--- config.mk ---
export PLATFORM = sky130hd
export DESIGN_NAME = stream_downsize
export DESIGN_NICKNAME = d
export VERILOG_FILES = /design/src/rtl/stream_downsize.sv
export SDC_FILE = /design/constraint.sdc
export NUM_CORES = 1
export LEC_CHECK = 0
export CAP_MARGIN = 20
export CORE_MARGIN = 3
export CORE_UTILIZATION = 35
export CTS_BUF_LIST = sky130_fd_sc_hd__clkbuf_4
export DETAILED_ROUTE_END_ITERATION = 10
export MAX_ROUTING_LAYER = met4
export PLACE_DENSITY = 0.7
export SYNTH_ARGS = -nofsm -noshare
export SYNTH_HDL_FRONTEND = slang
export SYNTH_SLANG_ARGS = --single-unit
--- constraint.sdc ---
create_clock -name clk -period 1.32 [get_ports clk]
set_input_delay 0.132 -clock clk [delete_from_list [all_inputs] [get_ports clk]]
set_output_delay 0.132 -clock clk [all_outputs]
set_load 0.01 [all_outputs]
--- src/rtl/stream_downsize.sv ---
// Wide-to-narrow stream width converter: one wide beat of T_DATA_RATIO lanes out as narrow beats, lane 0 first.
// Optional STREAM_DOWNSIZE_SPARSE_KEEP_EN emits every kept lane; otherwise only the leading-ones keep run.
module stream_downsize #(
  parameter int T_DATA_WIDTH = 8,
  parameter int T_DATA_RATIO = 2
) (
  input  logic                    clk,
  input  logic                    rst,
  input  logic [T_DATA_WIDTH-1:0] s_data_i [T_DATA_RATIO],
  input  logic [T_DATA_RATIO-1:0] s_keep_i,
  input  logic                    s_last_i,
  input  logic                    s_valid_i,
  output logic                    s_ready_o,
  output logic [T_DATA_WIDTH-1:0] m_data_o,
  output logic                    m_last_o,
  output logic                    m_valid_o,
  input  logic                    m_ready_i,
  output logic                    drop_o
);

  localparam int IDX_W = $clog2(T_DATA_RATIO);

  logic [T_DATA_WIDTH-1:0] buf_data [T_DATA_RATIO];
  logic [T_DATA_RATIO-1:0] buf_mask;
  logic                    buf_last;
  logic                    buf_valid;
  logic [IDX_W-1:0]        idx;

  logic [T_DATA_RATIO-1:0] eff_mask;
  logic [T_DATA_RATIO-1:0] lanes_above;
  logic                    final_lane;
  logic                    s_fire;
  logic                    m_fire;

  function automatic logic [IDX_W-1:0] lowest_lane(input logic [T_DATA_RATIO-1:0] mask);
    lowest_lane = '0;
    for (int i = T_DATA_RATIO - 1; i >= 0; i--) begin
      if (mask[i]) lowest_lane = IDX_W'(i);
    end
  endfunction

`ifdef STREAM_DOWNSIZE_SPARSE_KEEP_EN
  always_comb begin
    eff_mask = s_keep_i;
  end
`else
  // Only the contiguous run of kept lanes starting at lane 0 is honoured
  always_comb begin
    logic run;
    eff_mask = '0;
    run      = 1'b1;
    for (int i = 0; i < T_DATA_RATIO; i++) begin
      run         = run & s_keep_i[i];
      eff_mask[i] = run;
    end
  end
`endif

  always_comb begin
    lanes_above = '0;
    for (int i = 0; i < T_DATA_RATIO; i++) begin
      if (i > int'(idx)) lanes_above[i] = buf_mask[i];
    end
  end

  assign final_lane = (lanes_above == '0);
  assign m_fire     = buf_valid & m_ready_i;
  // Accepting on the final-lane handshake gives back-to-back wide beats with no bubble
  assign s_ready_o  = !rst && (!buf_valid || (m_ready_i && final_lane));
  assign s_fire     = s_valid_i & s_ready_o;

  assign m_valid_o = buf_valid;
  assign m_data_o  = buf_data[idx];
  assign m_last_o  = buf_valid & buf_last & final_lane;

  always_ff @(posedge clk or posedge rst) begin
    if (rst) begin
      for (int i = 0; i < T_DATA_RATIO; i++) buf_data[i] <= '0;
      buf_mask  <= '0;
      buf_last  <= 1'b0;
      buf_valid <= 1'b0;
      idx       <= '0;
      drop_o    <= 1'b0;
    end else begin
      if (s_fire) begin
        buf_data  <= s_data_i;
        buf_mask  <= eff_mask;
        buf_last  <= s_last_i;
        buf_valid <= |eff_mask;
        idx       <= lowest_lane(eff_mask);
      end else if (m_fire) begin
        if (final_lane) buf_valid <= 1'b0;
        else            idx       <= lowest_lane(lanes_above);
      end
      drop_o <= s_fire && (eff_mask == '0);
    end
  end

endmodule
# After elaboration in Yosys (flattened, before gate mapping)
# Cells that the tools add are included.
# totals
regBits	22
in_bits	23
out_inout_bits	12
wordCells	42
# classes
order_cmp	2
eq_ne	1
muxes	13
n_bitwise	6
n_reduce_logical	13
# op_table
cell	n
$mux W8	3
$mux W1	10
$and A1 B1 Y1	5
$logic_not A2 Y1	2
$reduce_and A2 Y1	2
$reduce_bool A2 Y1	2
$logic_and A1 B1 Y1	3
$ge A2 B2 Y1 const B	1
$logic_not A1 Y1	2
$ne A2 B1 Y1 const B	1
$not A1 Y2	1
$reduce_or A2 Y1	1
$gt A1 B1 Y1 const A	1
$logic_or A1 B1 Y1	1

# Depth between registers and ports, before layout
# Gate-level depths: netlist of run 1.
# logic_depth
word_depth	9
depth_mapped	4
mapped_depth_nobuf	3

# Least setup slack after synthesis of run 1
# Ideal clock, no wire load.
# synth_path
path_kind	register to register
from	register buf_valid, in the netlist m_valid_o
to	register buf_data[0] in the netlist's numbering
setup_time_ps	125
arrival_ps	1244
slack_ps	-49
stages_incl_launch_ff	5
synth_period_minus_slack_ps	1369
path_cell_list	dfrtp_1 -> nand3b_1 -> nand3_4 -> buf_8 -> mux2_4
# synth_via
elab_chain_len	4
# synth_rtl
item	line	rtl
start: declaration	26	logic buf_valid;
start signal: assignment	89	buf_valid <= |eff_mask;
$logic_not A1 Y1	69	assign s_ready_o = !rst && (!buf_valid || (m_ready_i && final_lane));
$logic_or A1 B1 Y1	69	
$logic_and A1 B1 Y1	69	
$and A1 B1 Y1	70	assign s_fire = s_valid_i & s_ready_o;
end signal: assignment	86	buf_data <= s_data_i;
end: declaration	23	logic [T_DATA_WIDTH-1:0] buf_data [T_DATA_RATIO];
# No other way between the ends.
# A chain may end at the register's enable or synchronous reset.

# Worst setup path after layout of run 1
# layout_path
from	register idx
to	register buf_data[3] in the netlist's numbering
# layout_via
elab_chain_len	7
# layout_rtl
item	line	rtl
start: declaration	27	logic [IDX_W-1:0] idx;
start signal: assignment	90	idx <= lowest_lane(eff_mask);
start signal: assignment	93	else idx <= lowest_lane(lanes_above);
$gt A1 B1 Y1	62	if (i > int'(idx)) lanes_above[i] = buf_mask[i];
$mux W1	62	
$logic_not A2 Y1	66	assign final_lane = (lanes_above == '0);
$logic_and A1 B1 Y1	69	
$logic_or A1 B1 Y1	69	
$logic_and A1 B1 Y1	69	
$and A1 B1 Y1	70	
# No other way between the ends.

==> flow_summary.json, run 1 <==
{
  "p_sw_share_pct": 27.1,
  "drc": 0,
  "wirelength_um": 2180,
  "max_stage_delay_ps": 410,
  "numCtsBuffers": 3,
  "power.switching_uw": 534,
  "comb_power_share_pct": 40.0,
  "grt.total_usage_pct": 14.2,
  "power_density_mw_per_mm2": 1270,
  "stdcell_count": 148,
  "ios": 35,
  "ys_seq_area_share_pct": 53.2,
  "setup_ws_ps": -257,
  "rrSetupSlack_ps": -260,
  "clk_latency_ps": 300,
  "yosysMostFrequentCell": "dfrtp_1",
  "syn_area_per_cell_um2": 14.8,
  "clockBufferDepth": 2,
  "cp_common_cell": "buf_6",
  "synth_enable_flop_cells": 0,
  "grt_max_degree": 22,
  "ant_nets": 0,
  "hold_viol_final": 0,
  "power.share.clock_pct": 16.6,
  "synthTopCellsByCount": "21 x dfrtp_1, 16 x mux2_2, 9 x mux2_4",
  "dp_hpwl_um": 1500,
  "dr.first_iter.drc_count": 26,
  "syn-num-nets": 90,
  "maxSlewHeadroom_pct": 88.4,
  "grt_pass1_wl_um": 3590,
  "critPathTopFamily": "flip-flops",
  "cts-root-buf": "clkbuf_4",
  "slew_violations": 0,
  "cpMaxStageDelayCell": "dfrtp_1",
  "gp_congestion": 0.752,
  "critPathKind": "reg2reg",
  "grt_overflow": 0,
  "finalSetupTns_ps": -5590,
  "p_int_uw": 1440,
  "rsz0062_at_grt": "true",
  "drive_gt1_share_pct": 52.5,
  "postSynthCellCount": 67,
  "nNetsFinal": 142,
  "r2r-start": "idx",
  "tightest_slew_ps": 172,
  "crit_buf_inv": 3,
  "critPathLaunch": "idx",
  "ir_drop_mv": 1.02,
  "h-tree-depth": 1,
  "critPathCaptureType": "flip-flop",
  "startpoint_type": "flip-flop",
  "fp.dieH_um": 59.1,
  "pwr-share-seq_pct": 43.4,
  "clk_pin_slew_ps": 120,
  "async_flop_share_pct": 100,
  "failed_checks": "setup timing",
  "yosys_warnings": 0,
  "required_ps": 1510,
  "drt_pass1_iterations": 2,
  "status": "finished with violations",
  "syn_to_final_growth_pct": 57.3,
  "core_mm2": 0.00259,
  "cp_max_fo": 6,
  "yosys-top-cells-area": "dfrtp_1 53%, mux2_2 18%, mux2_4 14%",
  "grt_pass1_vias": 778,
  "cts_tree": "done",
  "die_x_um": 59.1,
  "cts_hold_buf": 0,
  "synth_ff_type": "dfrtp_1",
  "fin_crit_ps": 1580,
  "leakage_uw": 0.000740,
  "post_drt_wl_per_cell_um": 14.7,
  "syn-cell-area_um2": 988,
  "drv_cap": 0,
  "port-buffer-count": 34,
  "cts_num_sinks": 21,
  "path_cells": "buf_6, buf_6, nand3b_1, nand3_4, buf_6, mux2_4",
  "num_vias": 724,
  "finClkSkew_ps": 12.9,
  "yosys.area.top_type_share_pct": 53.2,
  "antenna_found_initial": 0,
  "dp_cells": 138,
  "fmax_mhz": 634,
  "worstPathArrival_ps": 1760,
  "fill_cells": 217,
  "n_antenna_cell": 0,
  "period_share_pct": 119,
  "vias_per_cell": 4.89,
  "initial_core_util_pct": 38.2,
  "hold_path_class": "in2async",
  "setup-violations-final": 27,
  "yosysUniqueCellTypes": 19,
  "yosys.area.top_type": "dfrtp_1",
  "yosys_register_bits": 21,
  "row_count": 18,
  "dieArea_mm2": 0.00350
}
==> placed cells by master, fill, tap and decap left out, drive strengths merged, types with 2 or more instances in the layout <==
master,n
clkdlybuf4s50,22
buf,25
nand2,6
clkbuf,4
mux2,25
nand2b,2
dfrtp,21
==> state kept, by name, summed over array words and instances (netlist names) <==
register,flops
buf_data,16
m_valid_o,1
idx,1
drop_o,1
buf_mask,1
buf_last,1
==> through the flow <==
stage | hold WS (ps) | instance area [um^2] | setup WS, ps | utilization [%] | power [uW]
2_1_floorplan | 108 | 990 | 6.24 | - | 1240
3_3_place_gp | 482 | 1440 | -197 | 55.6 | 1580
3_5_place_dp | 488 | 1440 | -222 | 55.6 | 1600
4_1_cts | 255 | 1540 | -256 | 59.6 | 1990
5_1_grt | 285 | 1560 | -317 | 60.0 | 2090
6_report | 252 | 1560 | -257 | 60.0 | 1970
==> cell families after synthesis <==
kind of cell           synth area share [%]
multiplexers                           31.9
AO/OA/AOI/OAI                          3.80
buffers and inverters                  2.40
AND/OR/NAND/NOR                        8.73
flip-flops                             53.2
==> power by group through the flow <==
stage / Clock, uW / Combinational [uW] / Sequential [uW]
after floorplan: 0 / 394 / 846
after global placement: 0 / 722 / 859
after detailed placement: 0 / 730 / 866
after CTS: 344 / 789 / 854
after global routing: 365 / 852 / 874
final: 328 / 789 / 856
==> worst min-delay path, stage by stage <==
cell and delay, ps:
clkdlybuf4s50_1 480, inv_1 130, buf_12 170
==> final cells by class <==
class / instances / area, um^2 / area share, %
well taps: 30 / 37.5 / 2.41
multi-input cells: 43 / 472 / 30.3
clock buffers: 4 / 30.0 / 1.93
repair buffers: 49 / 485 / 31.2
flip-flops and latches: 21 / 527 / 33.9
inverters: 1 / 3.75 / 0.241
==> worst paths after layout <==
path                       depth (start not counted)      endpoint
min in group clk                                   3   buf_mask[1]
setup reg to reg                                   6   buf_data[3]
hold / removal                                     3     m_valid_o
hold reg to reg                                    1  buf_data[10]
max in group asynchronous                          3  buf_data[11]
setup / recovery                                   6   buf_data[3]
==> per-layer routing <==
| layer | track usage [%] | vias up | share of wire, % |
|---|---|---|---|
| met2 | 23.3 | 24 | 49 |
| met5 | - | - | 0 |
| met3 | 3.92 | 2 | 6.6 |
| met1 | 16.6 | 354 | 42 |
| li1 | - | 344 | - |
| met4 | 4.85 | 0 | 1.5 |
==> repair_timing <==
action                     CTS  global route
resized for setup           56             2
gates cloned                 1             0
setup endpoints to repair   28            29
pin swaps                    2             0
setup buffers                4             1
Power figures use the tool's default switching activity.
==> inputs of run 2 (changes only) <==
- TNS_END_PERCENT: unset -> 1
==> run 2 against run 1 <==
Compared with the run above: the run still ends with setup timing left; setup slack is essentially flat; design area shrank 2.3%; largest cell class unchanged; clock power is essentially flat; global-route usage shrank 0.23 points; total power shrank 1.7%; largest power group unchanged; worst hold slack lost 4.2 ps; non-clock buffer count shrank 3; critical path type unchanged; clock skew grew 0.84 ps; first-iteration DRC count shrank 3.8%; routed wire length shrank 2.5%.
==> flow_summary.json, run 2 (synthesis results as in run 1) <==
{
  "gp_congestion": 0.752,
  "setup_ws_ps": -257,
  "ios": 35,
  "leakage_uw": 0.000727,
  "met3_usage_pct": 3.92,
  "drt_pass1_iterations": 2,
  "dp_hpwl_um": 1500,
  "cts_hold_buf": 0,
  "worstPathArrival_ps": 1760,
  "ant_nets": 0,
  "tightest_slew_ps": 172,
  "final_cell_mix": "22 x clkdlybuf4s50_1, 20 x dfrtp_1, 13 x mux2_4",
  "fp.dieH_um": 59.1,
  "period_share_pct": 119,
  "finClkSkew_ps": 13.7,
  "cpMaxStageDelayCell": "dfrtp_1",
  "antenna_found_initial": 0,
  "nNetsFinal": 139,
  "maxSlewHeadroom_pct": 88.4,
  "slew_violations": 0,
  "grt.total_usage_pct": 13.9,
  "drv_cap": 0,
  "clk_pin_slew_ps": 120,
  "cts-root-buf": "clkbuf_4",
  "largest_reg_flops": 16,
  "final_common_cell": "clkdlybuf4s50_1",
  "crit_buf_inv": 3,
  "top_register": "buf_data",
  "startpoint_type": "flip-flop",
  "post_drt_wl_per_cell_um": 14.7,
  "holdWs_ps": 248,
  "grt_pass1_vias": 764,
  "dr.first_iter.drc_count": 25,
  "grt_overflow": 0,
  "fmax_mhz": 634,
  "cts_tree": "done",
  "port-buffer-count": 34,
  "gr-usage-met1_pct": 16.3,
  "power_density_mw_per_mm2": 1280,
  "cp_max_fo": 6,
  "critPathCaptureType": "flip-flop",
  "grt_pass1_wl_um": 3550,
  "n_antenna_cell": 0,
  "num_vias": 718,
  "hold_viol_final": 0,
  "wirelength_um": 2130,
  "rsz0062_at_grt": "true",
  "drc": 0,
  "initial_core_util_pct": 38.2,
  "max_stage_delay_ps": 410,
  "numCtsBuffers": 3,
  "setup-violations-final": 27,
  "grt_util_met2_pct": 22.9,
  "path_cells": "buf_6, buf_6, nand3b_1, nand3_4, buf_6, mux2_4",
  "clk_latency_ps": 300,
  "dieArea_mm2": 0.00350,
  "core_mm2": 0.00259,
  "grt_max_degree": 22,
  "fin_crit_ps": 1580,
  "status": "finished with violations",
  "hold_path_class": "in2async",
  "critPathKind": "reg2reg",
  "critPathTopFamily": "flip-flops",
  "vias_per_cell": 4.95,
  "failed_checks": "setup timing",
  "drive_gt1_share_pct": 49.6,
  "cts_num_sinks": 21,
  "ir_drop_mv": 1.02,
  "fin_util_pct": 58.6,
  "die_x_um": 59.1,
  "busiest_layer": "met2",
  "required_ps": 1510,
  "row_count": 18,
  "cp_common_cell": "buf_6",
  "h-tree-depth": 1,
  "clockBufferDepth": 2,
  "syn_to_final_growth_pct": 53.7
}
[run 2: worst reg2reg max path: cells and delay by family, from the launching register on]
kind | cells | cell delay (ps)
buffers and inverters | 3 | 400
flip-flops | 1 | 410
multiplexers | 1 | 300
AND/OR/NAND/NOR | 2 | 370
[run 2: layer usage]
| layer | wire [um] | part of all wire [%] |
|---|---|---|
| met4 | 32 | 1.5 |
| met2 | 1060 | 50 |
| met1 | 876 | 41 |
| met5 | 0 | 0 |
| met3 | 155 | 7.3 |
[run 2: area by class of cell]
cell class	count	area, um^2
timing repair buffer	46	457
multi-input combinational	43	464
tap	30	37.5
fill	223	1070
clock buffer	4	30.0
sequential	21	527
inverter	1	3.75
[run 2: final timing paths]
path / start / endpoint / slack [ps] / cells past startpoint
min in group clk: s_keep_i[1] / buf_mask[1] / 420 / 3
max in group asynchronous: rst / buf_data[11] / 920 / 3
worst min-delay path: rst / m_valid_o / 250 / 3
worst max register to register: idx / buf_data[3] / -260 / 6
worst min register to register: buf_data[10] / buf_data[10] / 520 / 1
worst max-delay path: idx / buf_data[3] / -260 / 6
[run 2: power breakdown]
part	internal, uW	switching (uW)
Sequential	779	76.3
Combinational	496	258
Clock	138	191
Total	1410	525
[run 2: per-stage QoR]
step / setup slack [ps] / power [uW] / std cells / area [um^2] / TNS (ps)
floorplan: 6.24 / 1240 / 67 / 990 / 0
global placement: -197 / 1580 / 138 / 1440 / -4560
detailed placement: -222 / 1600 / 138 / 1440 / -5020
CTS: -257 / 1960 / 145 / 1520 / -5720
global route: -317 / 2050 / 145 / 1520 / -7500
finish: -257 / 1940 / 145 / 1520 / -5590
[run 2: timing repair]
action	4_1_cts	5_1_grt
pin swaps	1	0
cloned	1	0
endpoints found under the setup margin	28	29
gates resized for setup	54	1
buffers inserted	2	0
==> inputs of run 3 (changes only) <==
- ABC_AREA: unset -> 1
- PLACE_DENSITY: 0.7 -> 0.69
==> run 3 against run 2 <==
Compared with the run above: the flow now finishes without violations; area after synthesis increased by 11%; clock skew decreased by 2.1 ps; die area increased by 9.8%; utilization decreased by 4.4 points; global-route usage increased by 0.93 points; critical path depth decreased by 1; routed wire length increased by 20%; non-clock buffer count increased by 5; synthesized cell count increased by 88%; first-iteration DRC count increased by 68%; clock power decreased by 6.4%; design area increased by 2.8%; largest cell class unchanged; largest power group unchanged.
==> flow_summary.json, run 3 <==
{
  "total_power_uw": 1690,
  "cp_max_fo": 4,
  "async_flop_share_pct": 100,
  "p_sw_share_pct": 31.9,
  "ios": 35,
  "gp_congestion": 0.813,
  "dp_hpwl_um": 1810,
  "vias_per_cell": 4.67,
  "grt_pass1_vias": 905,
  "final_common_cell": "nand2_1",
  "path_cells": "inv_8, buf_12, nand2_1, nand2_1, buf_2",
  "largest_reg_flops": 16,
  "slew_violations": 0,
  "num_vias": 1000,
  "cts_num_sinks": 21,
  "placed_area_mm2": 0.00150,
  "worstPathArrival_ps": 1170,
  "tightest_slew_ps": 239,
  "holdPathStages": 3,
  "critPathCaptureType": "output port",
  "hold_viol_final": 0,
  "wirelength_um": 2560,
  "die_x_um": 62.0,
  "yosysMostFrequentCell": "nand2_1",
  "fmax_mhz": 771,
  "yosys_register_bits": 21,
  "syn-cell-area_mm2": 0.00110,
  "p_int_uw": 1150,
  "startpoint_type": "flip-flop",
  "dp_cells": 207,
  "stdcell_count": 214,
  "comb_power_share_pct": 33.7,
  "numCtsBuffers": 3,
  "synth_enable_flop_cells": 0,
  "port-buffer-count": 34,
  "hp-start": "s_data_i[11]",
  "core_mm2": 0.00288,
  "ant_nets": 0,
  "grt_max_degree": 21,
  "n_antenna_cell": 0,
  "maxSlewHeadroom_pct": 83.9,
  "nNetsFinal": 196,
  "final_cell_mix": "60 x nand2_1, 22 x clkdlybuf4s50_1, 20 x dfrtp_1",
  "leakage_uw": 0.000838,
  "synthTopCellsByCount": "63 x nand2_1, 21 x dfrtp_1, 18 x nand4_1",
  "synth_ff_type": "dfrtp_1",
  "rsz0062_at_grt": "true",
  "post_drt_wl_per_cell_um": 12.0,
  "fin_crit_ps": 1300,
  "grt_pass1_wl_um": 4130,
  "dieArea_mm2": 0.00384,
  "dr.first_iter.drc_count": 42,
  "row_count": 19,
  "cpMaxStageDelayCell": "dfrtp_2",
  "fin_util_pct": 54.3,
  "cts-root-buf": "clkbuf_4",
  "drc": 0,
  "yosys.area.top_type_share_pct": 47.9,
  "syn_area_per_cell_um2": 8.70,
  "reg2reg_depth": 9,
  "pwr-share-seq_pct": 48.1,
  "finClkSkew_ps": 11.6,
  "syn-num-nets": 149,
  "max_stage_delay_ps": 460,
  "initial_core_util_pct": 38.1,
  "clockBufferDepth": 2,
  "postSynthCellCount": 126,
  "fp.dieH_um": 62.0,
  "critPathKind": "reg2out",
  "period_share_pct": 98.3,
  "cts_tree": "done",
  "clk_latency_ps": 300,
  "yosysUniqueCellTypes": 16,
  "ir_drop_mv": 0.395,
  "r2r-start": "idx",
  "power_density_mw_per_mm2": 1080,
  "ys_seq_area_share_pct": 47.9,
  "drv_cap": 0,
  "critPathLaunch": "idx",
  "h-tree-depth": 1,
  "status": "finished clean",
  "grt_overflow": 0,
  "power.share.clock_pct": 18.3,
  "required_ps": 1190,
  "yosys_warnings": 0,
  "drive_gt1_share_pct": 24.4,
  "antenna_found_initial": 0,
  "syn_to_final_growth_pct": 42.5,
  "top_register": "buf_data",
  "cts_hold_buf": 0,
  "setup-violations-final": 0,
  "clk_pin_slew_ps": 120,
  "grt.total_usage_pct": 14.9,
  "power.switching_uw": 538,
  "yosys-top-cells-area": "dfrtp_1 48%, nand2_1 22%, nand4_1 10%",
  "hold_path_class": "in2reg",
  "cp_common_cell": "nand2_1",
  "yosys.area.top_type": "dfrtp_1",
  "drt_pass1_iterations": 4,
  "fin_area_mm2": 0.00156,
  "fill_cells": 288
}
==> run 3: per-layer routing <==
metal	routed length, um	track usage [%]	share of wire (%)	vias to the layer above
met4	27	5.45	1.1	0
li1	-	-	-	503
met5	0	-	0	-
met1	1220	20.6	47	461
met3	126	1.86	4.9	2
met2	1190	22.2	47	34
==> run 3: path summary, 6_finish.rpt <==
check	slack [ps]	to
max	20	m_data_o[1]
min	370	buf_data[11]
max reg2reg	60	buf_data[9]
min reg2reg	480	buf_data[10]
max in group asynchronous	580	idx
min in group asynchronous	400	buf_data[11]
==> run 3: layout make-up <==
cell class / instances / area [um^2] / share of cell area [%]
flip-flops and latches: 21 / 527 / 33.7
repair buffers: 51 / 480 / 30.8
multi-input cells: 90 / 444 / 28.4
well taps: 42 / 52.6 / 3.37
inverters: 6 / 30.0 / 1.92
clock buffers: 3 / 22.5 / 1.44
clock inverters: 1 / 5.00 / 0.321
==> run 3: critical path, delay by kind of cell (launching register included) <==
family	cells	cell delay [ps]
buf+inv	3	320
flops	1	460
simple gates	2	90
==> run 3: repair_timing <==
action	4_1_cts	5_1_grt
pin swaps	0	0
gates cloned	0	0
buffers inserted	3	0
endpoints found under the setup margin	11	16
gates resized for setup	43	9
==> run 3: cell families after synthesis <==
| kind of cell | Yosys count | synth area share (%) |
|---|---|---|
| buffers and inverters | 15 | 13.6 |
| AO/OA/AOI/OAI | 2 | 1.14 |
| AND/OR/NAND/NOR | 88 | 37.3 |
| flip-flops | 21 | 47.9 |
==> run 3: power groups by stage <==
| stage | Clock [uW] | Combinational [uW] | Sequential, uW |
|---|---|---|---|
| 6_report | 308 | 567 | 810 |
| 5_1_grt | 358 | 628 | 824 |
| 4_1_cts | 322 | 565 | 807 |
| 3_5_place_dp | 0 | 574 | 820 |
| 3_3_place_gp | 0 | 563 | 815 |
| 2_1_floorplan | 0 | 314 | 806 |
==> run 3: per-stage QoR <==
stage	setup slack, ps	hold WS, ps	TNS (ps)
6_report	22.9	369	0
5_1_grt	-52.6	363	-427
4_1_cts	-115	341	-115
3_5_place_dp	-220	458	-1980
3_3_place_gp	-181	454	-1550
2_1_floorplan	130	198	0
